`config.mk`:
```
export PLATFORM = sky130hd
export DESIGN_NAME = fop_gen
export DESIGN_NICKNAME = d
export VERILOG_FILES = /design/src/rtl/fop_gen.sv
export SDC_FILE = /design/constraint.sdc
export NUM_CORES = 1
export LEC_CHECK = 0
export ABC_AREA = 0
export BUFFER_PORTS_ARGS = -buffer_cell sky130_fd_sc_hd__buf_2
export CORE_AREA = 2 2 49 51
export DETAILED_ROUTE_END_ITERATION = 8
export DIE_AREA = 0 0 51 53
export GPL_ROUTABILITY_DRIVEN = 1
export HOLD_SLACK_MARGIN = 0.02
export PLACE_DENSITY = 0.73
export SLEW_MARGIN = 25
export SYNTH_ARGS = -nofsm -noshare
export SYNTH_HDL_FRONTEND = slang
export SYNTH_SLANG_ARGS = --single-unit
```
`constraint.sdc`:
```
create_clock -name clk -period 2.3 [get_ports clk]
set_input_delay 0.23 -clock clk [delete_from_list [all_inputs] [get_ports clk]]
set_output_delay 0.23 -clock clk [all_outputs]
set_load 0.02 [all_outputs]
```
`src/rtl/fop_gen.sv`:
```
// fop_gen: walks indices 0..15 (order set by DIR) and emits members of the selected set over a ready/valid handshake.
// Optional macro FOP_GEN_STALL_CNT_EN adds an 8-bit stall_cnt output counting back-pressured cycles.
module fop_gen #(
  parameter int DIR = 0
) (
  input  logic       clk,
  input  logic       rst,
  input  logic       start,
  input  logic [1:0] mode,
  input  logic       ready,
  output logic [3:0] out,
  output logic       valid,
  output logic       busy,
  output logic       done,
  output logic [4:0] count
`ifdef FOP_GEN_STALL_CNT_EN
  ,
  output logic [7:0] stall_cnt
`endif
);

  // Bit n set when n belongs to the set: Fib {0,1,2,3,5,8,13}, prime {2,3,5,7,11,13}.
  localparam logic [15:0] FIB_MASK   = 16'h212F;
  localparam logic [15:0] PRIME_MASK = 16'h28AC;
  localparam logic [3:0]  FIRST_IDX  = (DIR == 0) ? 4'd0 : 4'd15;
  localparam logic [3:0]  LAST_IDX   = (DIR == 0) ? 4'd15 : 4'd0;

  typedef enum logic [1:0] {
    IDLE = 2'd0,
    SCAN = 2'd1,
    EMIT = 2'd2,
    DONE = 2'd3
  } state_t;

  state_t      state_reg, state_next;
  logic [3:0]  index_reg, index_next;
  logic [1:0]  mode_reg, mode_next;
  logic [3:0]  out_reg, out_next;
  logic        valid_reg, valid_next;
  logic        busy_reg, busy_next;
  logic        done_reg, done_next;
  logic [4:0]  count_reg, count_next;

  logic [15:0] member_vec;
  logic        member;
  logic        last;
  logic        accept;
  logic [3:0]  index_adv;

  genvar gi;
  generate
    for (gi = 0; gi < 16; gi++) begin : g_member
      assign member_vec[gi] =
        (mode_reg == 2'b00) ? (FIB_MASK[gi] | PRIME_MASK[gi]) :
        (mode_reg == 2'b01) ?  FIB_MASK[gi] :
        (mode_reg == 2'b10) ?  PRIME_MASK[gi] :
                              ~(FIB_MASK[gi] | PRIME_MASK[gi]);
    end
  endgenerate

  assign member    = member_vec[index_reg];
  assign last      = (index_reg == LAST_IDX);
  assign accept    = valid_reg & ready;
  assign index_adv = (DIR == 0) ? (index_reg + 4'd1) : (index_reg - 4'd1);

  always_ff @(posedge clk) begin
    if (rst) begin
      state_reg <= IDLE;
    end else begin
      state_reg <= state_next;
    end
  end

  always_comb begin
    state_next = state_reg;
    case (state_reg)
      IDLE: if (start) state_next = SCAN;
      SCAN: begin
        if (member)    state_next = EMIT;
        else if (last) state_next = DONE;
      end
      EMIT: begin
        if (accept) state_next = last ? DONE : SCAN;
      end
      DONE:    state_next = IDLE;
      default: state_next = IDLE;
    endcase
  end

  // Next values of every registered output; busy/done follow the next state so they line up with it.
  always_comb begin
    index_next = index_reg;
    mode_next  = mode_reg;
    out_next   = out_reg;
    valid_next = valid_reg;
    count_next = count_reg;
    case (state_reg)
      IDLE: begin
        if (start) begin
          mode_next  = mode;
          index_next = FIRST_IDX;
          count_next = 5'd0;
        end
      end
      SCAN: begin
        if (member) begin
          out_next   = index_reg;
          valid_next = 1'b1;
        end else if (!last) begin
          index_next = index_adv;
        end
      end
      EMIT: begin
        if (accept) begin
          count_next = count_reg + 5'd1;
          valid_next = 1'b0;
          if (!last) index_next = index_adv;
        end
      end
      default: ;
    endcase
    busy_next = (state_next == SCAN) || (state_next == EMIT);
    done_next = (state_next == DONE);
  end

  always_ff @(posedge clk) begin
    if (rst) begin
      index_reg <= 4'd0;
      mode_reg  <= 2'b00;
      out_reg   <= 4'd0;
      valid_reg <= 1'b0;
      busy_reg  <= 1'b0;
      done_reg  <= 1'b0;
      count_reg <= 5'd0;
    end else begin
      index_reg <= index_next;
      mode_reg  <= mode_next;
      out_reg   <= out_next;
      valid_reg <= valid_next;
      busy_reg  <= busy_next;
      done_reg  <= done_next;
      count_reg <= count_next;
    end
  end

  assign out   = out_reg;
  assign valid = valid_reg;
  assign busy  = busy_reg;
  assign done  = done_reg;
  assign count = count_reg;

`ifdef FOP_GEN_STALL_CNT_EN
  logic [7:0] stall_reg, stall_next;

  always_comb begin
    stall_next = stall_reg;
    if ((state_reg == IDLE) && start) begin
      stall_next = 8'd0;
    end else if (valid_reg && !ready && (stall_reg != 8'hFF)) begin
      stall_next = stall_reg + 8'd1;
    end
  end

  always_ff @(posedge clk) begin
    if (rst) begin
      stall_reg <= 8'd0;
    end else begin
      stall_reg <= stall_next;
    end
  end

  assign stall_cnt = stall_reg;
`endif

endmodule

```
==> reports/qor.txt, run 1 <==
run status = complete, no violations
Yosys reg bits = 20
EDFF count, synth = 0
first-pass GRT wire length = 3840 um
synth warn = 0
share of the synthesized area in the top cell type = 35.9%
Total Routing Usage GR = 19.1%
Synth-to-Final Area Change = 9.99%
min-delay worst type = in -> reg
Setup Skew = 10.2 ps
synthesized instance count = 130
Req. time, crit path = 2540 ps
syn_nets = 142
pwr/cell area = 873 nW/um^2
RD Place Congestion = 0.910
grt total ovfl = 0
reg2reg start = index_reg[2]$_SDFFE_PP0P_
Synth area leaders = dfxtp_1, ha_1, a21oi_1
1st-pass router iterations = 4
Int Pwr = 0.665 mW
CTS Buffer Depth = 2
max cap viols = 0
chip height = 53 um
dominant synthesized flop cell = dfxtp_1
worst slew pin tran = 439 ps
post-route ant nets = 0
type of origin of the critical path = register
Avg WL per Cell = 13.2 um
Critical Path Fanout Max = 12
Initial Utilization = 51.9%
Root Buffer = clkbuf_4
Vias = 961
Cell Area, Synth = 1110 um^2
Clock transition at path regs = 100 ps
vias in the first global route = 857
Setup crit end kind = register
clk sinks = 20
via/cell ratio = 5.62
Core Region = 2150 um^2
placed cell areas = 1190 um^2
Seq pwr share = 40.0%
critical setup path kind = reg -> reg
full die area = 2700 um^2
Boundary Pins = 18
clock buffer count from CTS = 3
synth unique cells = 38
hold path depth = 3
Setup Total Neg Slack = 0 ps
Slew Limit Headroom = 70.7%
RSZ-0062 raised after global routing = no
Fin. Hold Viols = 0
pin count of the biggest net entering global routing = 22
post-route cell area = 1230 um^2
worst endpoint data arrival time = 2300 ps
fin nets = 156
# rows = 17
crit share post-route = 89.7%
initial antenna violation count = 0
WL final = 2250 um
leading area contributor after synthesis = dfxtp_1
ratio of cells with drive above 1 in the final layout = 21.0%
CTS tree = built
min Tclk post-route = 2060 ps
Pleak = 0.515 nW
Pins Over Slew Limit = 0
Reg2Reg Depth = 6
DRC errors left = 0
r2r setup slk = 240 ps
worst ir drop on vdd = 0.452 mV
R2R Path End = index_reg[0]$_SDFFE_PP0P_
async set or reset register ratio after synthesis = 0%
Comb power frac = 40.8%
clk_lat worst skew = 310 ps
die width = 51 um
Antenna Diode Count = 0
H-tree depth = 1
Synth Area per Inst = 8.58 um^2
register area share after synthesis = 35.9%
detailed placer's ending HPWL = 1630 um
max FFs per register = 5
PortBufs = 17
hold_sp = mode[0]
clock share of power = 19.3%
final setup vio count = 0
1st-iter DRT viols = 20
Worst Hold End = mode_reg[0]$_SDFFE_PP0P_
Min Hold Slack = 171 ps
Max Clk Rate = 485 MHz
Sw Share = 37.9%
Psw = 0.406 mW
-- placed cells by master, fill, tap and decap left out, types with 2 or more instances in the layout --
cell,count
dfxtp_1,17
buf_2,17
nor2_1,11
nand2_1,10
a21oi_1,10
inv_1,7
nand3_1,6
ha_1,6
nand2b_1,5
nor2b_1,5
o21ai_0,4
mux2i_1,4
a211oi_1,3
nand4_1,3
xor2_1,3
clkbuf_4,3
dfxtp_2,3
o31ai_1,2
a21o_1,2
o21bai_1,2
-- worst max path at each step --
| stage | start | endpoint | slack, ps | depth (start not counted) |
|---|---|---|---|---|
| 6_report | index_reg[2]$_SDFFE_PP0P_ | index_reg[0]$_SDFFE_PP0P_ | 240 | 6 |
| 5_1_grt | index_reg[0]$_SDFFE_PP0P_ | index_reg[2]$_SDFFE_PP0P_ | 30 | 7 |
| 4_1_cts | index_reg[2]$_SDFFE_PP0P_ | index_reg[0]$_SDFFE_PP0P_ | 120 | 6 |
| 3_5_place_dp | index_reg[2]$_SDFFE_PP0P_ | index_reg[1]$_SDFFE_PP0P_ | 150 | 6 |
| 3_3_place_gp | index_reg[2]$_SDFFE_PP0P_ | index_reg[0]$_SDFFE_PP0P_ | 250 | 6 |
| 2_1_floorplan | index_reg[0]$_SDFFE_PP0P_ | index_reg[0]$_SDFFE_PP0P_ | 370 | 8 |
-- power groups by stage --
stage / Sequential (mW) / Combinational [mW] / Clock, mW
2_1_floorplan: 0.439 / 0.337 / 0
4_1_cts: 0.426 / 0.437 / 0.217
3_3_place_gp: 0.433 / 0.416 / 0
3_5_place_dp: 0.434 / 0.431 / 0
5_1_grt: 0.434 / 0.488 / 0.224
6_report: 0.428 / 0.436 / 0.206
-- area by class of cell --
cell class                 instances  area, um^2
timing repair buffer              18        92.6
sequential                        20         404
clock buffer                       4        36.3
tap                               28        35.0
multi-input combinational         94         632
inverter                           7        26.3
fill                             209         922
-- critical path, stage by stage (launching register included) --
cell and delay, ps:
dfxtp_2 450, nand3_1 140, o211a_1 160, a221oi_2 360, a21boi_2 190, or4_4 530
o22ai_2 160
-- per-layer routing --
| metal | part of all wire [%] | track usage [%] | vias up |
|---|---|---|---|
| met3 | 4.9 | 4.24 | 7 |
| met2 | 46 | 31.2 | 30 |
| li1 | - | - | 485 |
| met1 | 48 | 24.1 | 439 |
| met4 | 1.1 | 8.56 | 0 |
| met5 | 0 | 0 | - |
-- through the flow --
stage	instances	setup slack, ps	total power, mW	util [%]
detailed placement	167	152	0.865	55.2
finish	171	238	1.07	57.1
global placement	167	252	0.850	55.2
global route	171	27.2	1.15	57.1
floorplan	130	365	0.776	-
CTS	171	120	1.08	56.9
-- cell families after synthesis --
group                    after synthesis  share of synthesized area, %
flip-flops                            20                          35.9
multiplexers                           4                          3.59
AO/OA/AOI/OAI                         35                          23.1
buffers and inverters                 16                          7.41
AND/OR/NAND/NOR                       46                          20.9
adder cells (fa/ha/maj)                6                          6.73
XOR/XNOR                               3                          2.36
-- synthesized netlist by cell type (3+ instances only) --
cell / instances
a211oi_1: 3
a21oi_1: 10
nand2b_1: 5
nor2b_1: 5
o21ai_0: 4
nor2_1: 11
xor2_1: 3
nand2_1: 10
dfxtp_1: 20
inv_1: 7
nand4_1: 3
mux2i_1: 4
clkbuf_1: 5
ha_1: 6
nand3_1: 6
-- timing repair --
action	in CTS	in global routing
hold buffers	0	0
setup buffers	0	0
setup endpoints to repair	0	5
resized for setup	0	3
Note: power is estimated with default switching activity, not from simulation.
==> inputs of run 2 (changes only) <==
--- a/config.mk
+++ b/config.mk
@@ -7,12 +7,14 @@
 export LEC_CHECK = 0
 export ABC_AREA = 0
 export BUFFER_PORTS_ARGS = -buffer_cell sky130_fd_sc_hd__buf_2
-export CORE_AREA = 2 2 49 51
+export CELL_PAD_IN_SITES_DETAIL_PLACEMENT = 2
+export CELL_PAD_IN_SITES_GLOBAL_PLACEMENT = 2
+export CORE_AREA = 2 2 63 65
 export DETAILED_ROUTE_END_ITERATION = 8
-export DIE_AREA = 0 0 51 53
+export DIE_AREA = 0 0 65 67
 export GPL_ROUTABILITY_DRIVEN = 1
 export HOLD_SLACK_MARGIN = 0.02
-export PLACE_DENSITY = 0.73
+export PLACE_DENSITY = 0.72
 export SLEW_MARGIN = 25
 export SYNTH_ARGS = -nofsm -noshare
 export SYNTH_HDL_FRONTEND = slang
==> run 2 against run 1 <==
Via count is 1.2% higher. Critical path depth stayed put. Hold slack better by 40 ps. Largest cell class unchanged. Sequential share of layout area is 1.1 points lower. Critical path type unchanged. Highest routed layer unchanged. Cell area is 3.4% higher. Count of clock-buffer cells in the layout is 1 lower. Largest power group unchanged.
==> reports/qor.txt, run 2 (synthesis results as in run 1) <==
run status = complete, no violations
PortBufs = 17 (unchanged)
Pins Over Slew Limit = 0 (unchanged)
Setup Total Neg Slack = 0 ps (unchanged)
fin nets = 157 (+0.64%)
1st-iter DRT viols = 29 (+45%)
worst slew pin tran = 441 ps (+1.67 ps)
Setup Skew = 4.70 ps (-5.49 ps)
Root Buffer = clkbuf_8
clock buffer count from CTS = 3 (unchanged)
ratio of cells with drive above 1 in the final layout = 21.7% (+0.70 points)
initial antenna violation count = 0 (unchanged)
Avg WL per Cell = 15.7 um (+19%)
CTS tree = built
Finished Layout Cells = 191 (+12%)
Setup crit end kind = register
Antenna Diode Count = 0 (unchanged)
grt total ovfl = 0 (unchanged)
Metal-1 WL = 1480 um (+38%)
final setup vio count = 0 (unchanged)
Clock transition at path regs = 80 ps (-20 ps)
1st-pass router iterations = 4 (unchanged)
DRC errors left = 0 (unchanged)
Synth-to-Final Area Change = 13.7%
max cap viols = 0 (unchanged)
Critical Path Fanout Max = 12 (unchanged)
pwr/cell area = 891 nW/um^2 (+2.0%)
full die area = 4360 um^2 (+61%)
RSZ-0062 raised after global routing = no
Tot Pwr = 1.13 mW (+5.5%)
min Tclk post-route = 2060 ps (+1.03 ps)
crit share post-route = 89.7% (about the same)
Vias = 973 (+1.2%)
utilization after layout = 35.1% (-22 points)
WL final = 3000 um (+33%)
Pleak = 0.521 nW (+1.2%)
Req. time, crit path = 2490 ps (-50 ps)
Max Used Layer = met4
worst ir drop on vdd = 0.280 mV (-38%)
die width = 65 um (+27%)
worst endpoint data arrival time = 2250 ps (-50 ps)
Total Routing Usage GR = 15.3% (-3.8 points)
H-tree depth = 1 (unchanged)
clk sinks = 20 (unchanged)
chip height = 67 um (+26%)
post-route ant nets = 0 (unchanged)
type of origin of the critical path = register
Fin. Hold Viols = 0 (unchanged)
met2 WL = 1430 um (+37%)
detailed placer's ending HPWL = 2260 um (+39%)
placed cell areas = 1220 um^2 (+2.7%)
most frequent cells in the layout = dfxtp_1, buf_2, nor2_1
# Post-CTS Setup Buffers = 0 (unchanged)
Initial Utilization = 30.9% (-21 points)
number of placed cells counting well taps = 188 (+13%)
Core Region = 3610 um^2 (+68%)
r2r setup slk = 240 ps (about the same)
via/cell ratio = 5.09 (-9.4%)
pin count of the biggest net entering global routing = 22 (unchanged)
vias in the first global route = 1056 (+23%)
Slew Limit Headroom = 70.4% (-0.28 points)
min-delay worst type = in -> reg
# rows = 22 (+5)
RD Place Congestion = 0.730 (-20%)
first-pass GRT wire length = 5110 um (+33%)
CTS Buffer Depth = 2 (unchanged)
Max Clk Rate = 485 MHz (about the same)
post-route cell area = 1270 um^2 (+3.4%)
routed length on met3 = 72 um (-35%)
max FFs per register = 5 (unchanged)
clk_lat worst skew = 260 ps (-50 ps)
critical setup path kind = reg -> reg
Boundary Pins = 18 (unchanged)
[run 2: worst max-delay path, stage by stage, from the launching register on]
cell and delay (ps):
dfxtp_2 450, nand3_1 130, o211a_1 150, a221oi_2 350, a21boi_2 200, or4_4 530, o22ai_2 180
[run 2: layer usage]
metal	track usage, %	vias up
li1	-	485
met1	20.8	471
met2	25.1	14
met3	2.70	3
met4	3.19	0
met5	0	-
[run 2: through the flow]
stage | hold slack, ps | worst slack, ps
finish | 211 | 237
global route | 244 | 70.8
CTS | 214 | 94.1
detailed placement | 486 | 104
global placement | 484 | 204
floorplan | 377 | 365
[run 2: area by class of cell]
class | count | area, um^2
inverter | 7 | 26.3
clock buffer | 3 | 41.3
tap | 48 | 60.1
timing repair buffer | 19 | 100
sequential | 20 | 404
multi-input combinational | 94 | 636
fill | 407 | 2340
[run 2: where the power goes]
group | internal (mW) | total, mW | switching (mW)
clock | 0.117 | 0.236 | 0.119
sequential | 0.386 | 0.431 | 0.0451
combinational | 0.187 | 0.462 | 0.275
total | 0.689 | 1.13 | 0.440
[run 2: final timing paths]
check,to,from,cells after the start
worst max register to register,index_reg[0]$_SDFFE_PP0P_,index_reg[2]$_SDFFE_PP0P_,6
worst min-delay path,mode_reg[0]$_SDFFE_PP0P_,mode[0],3
worst max-delay path,index_reg[0]$_SDFFE_PP0P_,index_reg[2]$_SDFFE_PP0P_,6
worst min register to register,mode_reg[1]$_SDFFE_PP0P_,mode_reg[1]$_SDFFE_PP0P_,2
[run 2: repair_timing]
| item | CTS | global route |
|---|---|---|
| resized for setup | 0 | 4 |
| setup endpoints to repair | 0 | 4 |
| hold buffers | 0 | 0 |
